File: src/rtl/mac_accumulator.sv
// Neuron accumulator: bias + sum of N_IN signed products with saturation,
// then a ReLU with a high clip onto an OUT_W-bit result behind a valid/ready handshake.
module mac_accumulator #(
    parameter int BITS  = 32,
    parameter int N_IN  = 4,
    parameter int ACC_W = BITS + 24,
    parameter int OUT_W = 32
) (
    input  logic                    clk,
    input  logic                    rstn,
    input  logic                    start,
    input  logic signed [31:0]      bias,
    input  logic                    prod_valid,
    input  logic signed [BITS+16:0] prod,
    output logic                    prod_ready,
    output logic signed [OUT_W-1:0] y,
    output logic                    out_valid,
    input  logic                    out_ready,
    output logic                    busy,
    output logic                    ovf
);

    typedef enum logic [1:0] {IDLE, ACC, FINAL, OUT} state_t;

    localparam int CNT_W = (N_IN > 1) ? $clog2(N_IN) : 1;
    localparam logic [CNT_W-1:0] CNT_LAST = CNT_W'(N_IN - 1);
    localparam logic signed [ACC_W-1:0] ACC_MAX = {1'b0, {(ACC_W-1){1'b1}}};
    localparam logic signed [ACC_W-1:0] ACC_MIN = {1'b1, {(ACC_W-1){1'b0}}};
    localparam logic signed [ACC_W-1:0] Y_MAX   = {{(ACC_W-OUT_W+1){1'b0}}, {(OUT_W-1){1'b1}}};

    state_t                  state;
    logic signed [ACC_W-1:0] acc;
    logic [CNT_W-1:0]        cnt;

    // One guard bit: overflow shows up as the top two bits disagreeing.
    logic signed [ACC_W:0] sum;
    logic                  sat_hi, sat_lo;
    logic signed [ACC_W-1:0] acc_next;

    always_comb begin
        sum      = (ACC_W+1)'(acc) + (ACC_W+1)'(prod);
        sat_hi   = ~sum[ACC_W] &  sum[ACC_W-1];
        sat_lo   =  sum[ACC_W] & ~sum[ACC_W-1];
        acc_next = sat_hi ? ACC_MAX : (sat_lo ? ACC_MIN : sum[ACC_W-1:0]);
    end

    assign prod_ready = (state == ACC);
    assign busy       = (state != IDLE);

    always_ff @(posedge clk or negedge rstn) begin
        if (!rstn) begin
            state     <= IDLE;
            acc       <= '0;
            cnt       <= '0;
            y         <= '0;
            ovf       <= 1'b0;
            out_valid <= 1'b0;
        end else begin
            case (state)
                IDLE: if (start) begin
                    acc   <= ACC_W'(bias);
                    cnt   <= '0;
                    ovf   <= 1'b0;
                    state <= ACC;
                end
                ACC: if (prod_valid) begin
                    acc <= acc_next;
                    cnt <= cnt + 1'b1;
                    if (sat_hi || sat_lo) ovf <= 1'b1;
                    if (cnt == CNT_LAST) state <= FINAL;
                end
                FINAL: begin
                    if (acc < 0) begin
                        y <= '0;
                    end else if (acc > Y_MAX) begin
                        y   <= Y_MAX[OUT_W-1:0];
                        ovf <= 1'b1;
                    end else begin
                        y <= acc[OUT_W-1:0];
                    end
                    out_valid <= 1'b1;
                    state     <= OUT;
                end
                OUT: if (out_ready) begin
                    out_valid <= 1'b0;
                    state     <= IDLE;
                end
                default: state <= IDLE;
            endcase
        end
    end

endmodule

File: config.mk
export PLATFORM = sky130hd
export DESIGN_NAME = mac_accumulator
export DESIGN_NICKNAME = d
export VERILOG_FILES = /design/src/rtl/mac_accumulator.sv
export SDC_FILE = /design/constraint.sdc
export NUM_CORES = 1
export LEC_CHECK = 0
export BUFFER_PORTS_ARGS = -buffer_cell sky130_fd_sc_hd__buf_2
export CORE_UTILIZATION = 38
export DETAILED_ROUTE_END_ITERATION = 8
export PLACE_DENSITY = 0.55
export SETUP_SLACK_MARGIN = 0.2
export SLEW_MARGIN = 40
export SYNTH_ARGS = -nofsm -noshare
export SYNTH_HDL_FRONTEND = slang
export SYNTH_SLANG_ARGS = --single-unit
File: constraint.sdc
create_clock -name clk -period 10.3 [get_ports clk]
set_clock_uncertainty 0.05 [all_clocks]
set_input_delay 2.575 -clock clk [delete_from_list [all_inputs] [get_ports clk]]
set_output_delay 2.575 -clock clk [all_outputs]
set_load 0.005 [all_outputs]
# Yosys cells after proc, flatten, opt, wreduce, memory -nomap -nowiden
# Cells that the tools add are included.
dict set report totals {
  word_cells 58
  inputBits 86
  reg_bits 94
  out_inout_bits 36
}
dict set report op_classes {
  eq_ne 11
  reduce_logical 10
  n_lt_le_gt_ge 2
  add_sub_neg 2
  mux 23
  bitwise 4
}
# op count
set ops {}
lappend ops {{2-to-1 mux 56 bit} 4}
lappend ops {{one-hot mux 56 bit (2 select lines)} 1}
lappend ops {{2-to-1 mux 32 bit} 2}
lappend ops {{adder 56 x 49 -> 57 bit} 1}
lappend ops {{greater-than comparator 56 x 32 -> 1 bit (second input constant)} 1}
lappend ops {{< comparator 56 x 1 -> 1 bit (second input constant)} 1}
lappend ops {{2-to-1 mux 2 bit} 6}
lappend ops {{inequality test 2 bit (second input constant)} 5}
lappend ops {{one-hot mux 2 bit (4 select lines)} 1}
lappend ops {{== test 2 bit (second input constant)} 3}
lappend ops {{2-to-1 mux 1 bit} 6}
lappend ops {{AND reduction 6 bit} 1}
lappend ops {{nonzero test 2 bit} 3}
lappend ops {{inequality test 2 x 1 -> 1 bit (second input constant)} 2}
lappend ops {{one-hot mux 2 bit (2 select lines)} 1}
lappend ops {{AND reduction 4 bit} 1}
lappend ops {{one-hot mux 1 bit (3 select lines)} 1}
lappend ops {{AND reduction 3 bit} 1}
lappend ops {{nonzero test 3 bit} 1}
lappend ops {{adder 2 x 1 -> 2 bit (second input constant)} 1}
lappend ops {{bitwise AND 1 bit} 2}
lappend ops {{== test 2 x 1 -> 1 bit (second input constant)} 1}
lappend ops {{logical NOT 2 bit} 1}
lappend ops {{NOT 1 bit} 2}
lappend ops {{3 further kinds} 3}

# Logic depth before layout (Yosys ltp)
dict set report logic_depth {
  ltp_word 7
  ltp_mapped 19
  depth_no_buf 18
}

# Worst setup path before layout
# Ideal clock, no wire load.
dict set report synth_path {
  path_type {input-to-reg}
  start {input prod[13]}
  end {register acc[24]}
  slack_ps 4058
  arrival_time_ps 6064
  t_required_ps 10122
  setup_ps 128
  path_buffers 3
  cell_stages 17
  path_cell_list {ha_1 -> clkbuf_1 -> nand4_1 -> a2111oi_2 -> o311ai_2 -> a21oi_2 -> o31ai_4 -> o21ai_2 -> a41o_1 -> mux2_4 -> or2_1 -> ha_1 -> buf_2 -> nor2_1 -> clkbuf_1 -> a21boi_0 -> o21ai_0}
}
dict set report synth_via {
  elab_chain_len 7
}
# element line_no
set synth_lines {}
lappend synth_lines {{start, declared} 14} ;# input logic signed [BITS+16:0] prod,
lappend synth_lines {{adder 56 x 49 -> 57 bit (*)} 41} ;# sum = (ACC_W+1)'(acc) + (ACC_W+1)'(prod);
lappend synth_lines {{NOT 1 bit} 43} ;# sat_lo = sum[ACC_W] & ~sum[ACC_W-1];
lappend synth_lines {{bitwise AND 1 bit} 43}
lappend synth_lines {{2-to-1 mux 56 bit} 44} ;# acc_next = sat_hi ? ACC_MAX : (sat_lo ? ACC_MIN : sum[ACC_W-1:0]);
lappend synth_lines {{2-to-1 mux 56 bit (*)} 44}
lappend synth_lines {{2-to-1 mux 56 bit (*)} 66} ;# ACC: if (prod_valid) begin
lappend synth_lines {{one-hot mux 56 bit (2 select lines) (*)} 59} ;# case (state)
lappend synth_lines {{end signal, assigned} 61} ;# acc <= ACC_W'(bias);
lappend synth_lines {{end signal, assigned} 67} ;# acc <= acc_next;
lappend synth_lines {{end, declared} 32} ;# logic signed [ACC_W-1:0] acc;
# Every way passes the cells marked *; elsewhere a longest branch is shown, timed or not. The select of a mux whose other input is x is not followed.
# A chain may end at the register's enable or synchronous reset.

# Worst setup path after layout
dict set report layout_path {
  start {input prod[0]}
  end {register acc[46]}
}
# The elaborated chain is that of the path after synthesis.

==> impl_metrics.ini <==
[yosys]
synthCells = 930
ys_top_cells_by_count = a21oi_1, nor2_1, nand2_1, dfrtp_1, o21ai_0
synthesis.area_um2 = 7630
synth.distinct_cells = 74
synth_top_area_cell = dfrtp_1
synth.area.top_cells = dfrtp_1, ha_1, a21oi_1
post_synth.cell_area_avg_um2 = 8.21
ys.flop_type = dfrtp_1
synth_edf_count = 0
seq_area_frac_synth = 0.308
ys_warn_count = 0
synth_fp_nets = 1081
postSynth.asyncResetShare = 1.00
ys_seq_elements = 94
yosys.area.top_type_share = 0.308
synth.most_common_cell = a21oi_1

[die]
core_region_area_um2 = 19600
rows = 51
ios = 122
dieArea_um2 = 20700
initial_core_util = 0.390
dieWidth_um = 144
die_y_um = 144

[placement]
placed_cells = 1278
place_congestion = 0.890
pre_cts_slack_ns = 2.81
place_hpwl_um = 16900
port_buffers = 121
placed_area_um2 = 8480

[routing]
firstDrtPassIters = 5
vias_per_cell = 5.51
drt_iter0_markers = 386
wl_um = 22700
ant_nets = 0
vias = 7129
wire_per_inst_um = 17.5
drc = 0

[status]
status = finished, final reports clean

[clock_tree]
post-cts-setup-buffers = 0
cts_tree = done
cts-resized-gates = 0
root_buffer = clkbuf_16
holdBufCountCts = 0
clk_pin_slew_ns = 0.07
cts.sinks = 94
clockBufferDepth = 2
cts_made_buffers = 9
htree_num_levels = 3
insertion_delay_ns = 0.36

[global_route]
grt-ovfl-total = 0
grt_start_max_net_pins = 56
first_global_vias = 7169
grt_pass1_wl_um = 37100
grt_use_total = 0.233
antenna_found_initial = 0

[pwr]
power.total_mw = 3.16
power_density_nw_per_um2 = 358
leakagePower_nw = 3.97
peakVddDrop_mv = 0.112

[timing]
setup_violations = 0
period_needed_ns = 6.64
hold_viol = 0
tns_ns = 0
max_freq_ghz = 0.151
slew_viol_final = 0
fin_crit_sh = 0.645
layout_setup_ws_ns = 3.66
worst_hold_slack_ns = 0.454
rsz0062_at_grt = false
tightest_slew_ns = 0.790
slew_headroom = 0.469

[cells_and_area]
area_growth_pct = 15.6
final_area_um2 = 8820
n_fill_cell = 1991
final_util = 0.450
nets = 1176
drive_above_1_share = 0.205
layout.cells.non_filler = 1295
antenna_cells = 0

[worst_hold_path]
hp-class = flop to flop
min_from = y[9]

[critical_path]
path_max_fanout = 22
r2r_start = acc[0]
end_kind = flop
start_kind = input pin
worstPathArrival_ns = 6.83
crit_required_ns = 10.49
critPathLaunch = prod[0]
critPathKind = input pin to flop

[job]
max_cap_viol_count = 0
[placed cells by master, fill, tap and decap left out, types with 11 or more instances in the layout]
cell and n:
inv_1 18, o21ai_0 71, a21o_1 27, nor2_1 114
a21boi_0 23, nand4_1 14, ha_1 63, a21oi_1 120
nand2_1 100, mux2_2 32, dfrtp_1 94, o21bai_1 11
buf_2 120, xor2_1 20, xnor2_1 30
[kinds of logic (layout without fill, tap and decap cells)]
group,Yosys count,after routing,share of synthesized area
compound gates,333,333,0.278
buf+inv,65,165,0.0336
xor+xnor,50,50,0.0574
mux,33,33,0.0492
fa+ha+maj,65,65,0.108
flops,94,94,0.308
simple gates,290,290,0.166
[flip-flops by register name, summed over array words and instances, names as in the netlist]
signal     flops
acc           56
out_valid      1
cnt            2
y             32
state          2
ovf            1
[area by class of cell]
type                            count  area [um^2]  area share
Clock buffer                        9          225      0.0255
Timing Repair Buffer              130          688      0.0780
Inverter                           19         71.3     0.00809
Tap cell                          265          332      0.0376
Multi-Input combinational cell    771         5050       0.573
Sequential cell                    94         2350       0.267
Clock inverter                      7         96.3      0.0109
[worst paths after layout]
| kind | to | slack, ns | cells after the start |
|---|---|---|---|
| worst max register to register | acc[46] | 5.56 | 17 |
| max in group asynchronous | acc[28] | 7.07 | 3 |
| worst min-delay path | y[9] | 0.45 | 1 |
| worst min register to register | y[9] | 0.45 | 1 |
| min in group asynchronous | out_valid | 2.15 | 1 |
| worst max-delay path | acc[46] | 3.66 | 18 |
[critical path, cell delays in order]
cell and delay (ns):
buf_2 0.11, ha_1 0.22, fa_1 0.43, a211oi_1 0.22, nor2_1 0.12, a221o_1 0.40, a41oi_2 0.44, o21ai_2 0.20
a221oi_2 0.28, or2_1 0.19, nor3b_1 0.07, a2bb2oi_1 0.17, ha_1 0.36, a21oi_1 0.18, buf_4 0.30, o21ai_1 0.32
o21ai_0 0.17, a21oi_1 0.06
[where the power goes]
part | leakage [nW] | internal (mW) | switching [mW]
Clock | 0.160 | 0.214 | 0.165
Sequential | 1.12 | 0.565 | 0.149
Combinational | 2.69 | 0.854 | 1.21
Total | 3.97 | 1.63 | 1.52
[layer usage]
metal | part of all wire | track usage
met1 | 0.45 | 0.295
met2 | 0.48 | 0.395
met3 | 0.047 | 0.0430
met4 | 0.022 | 0.0801
met5 | 0 | 0
No activity file was read; power rests on OpenSTA's default activity.
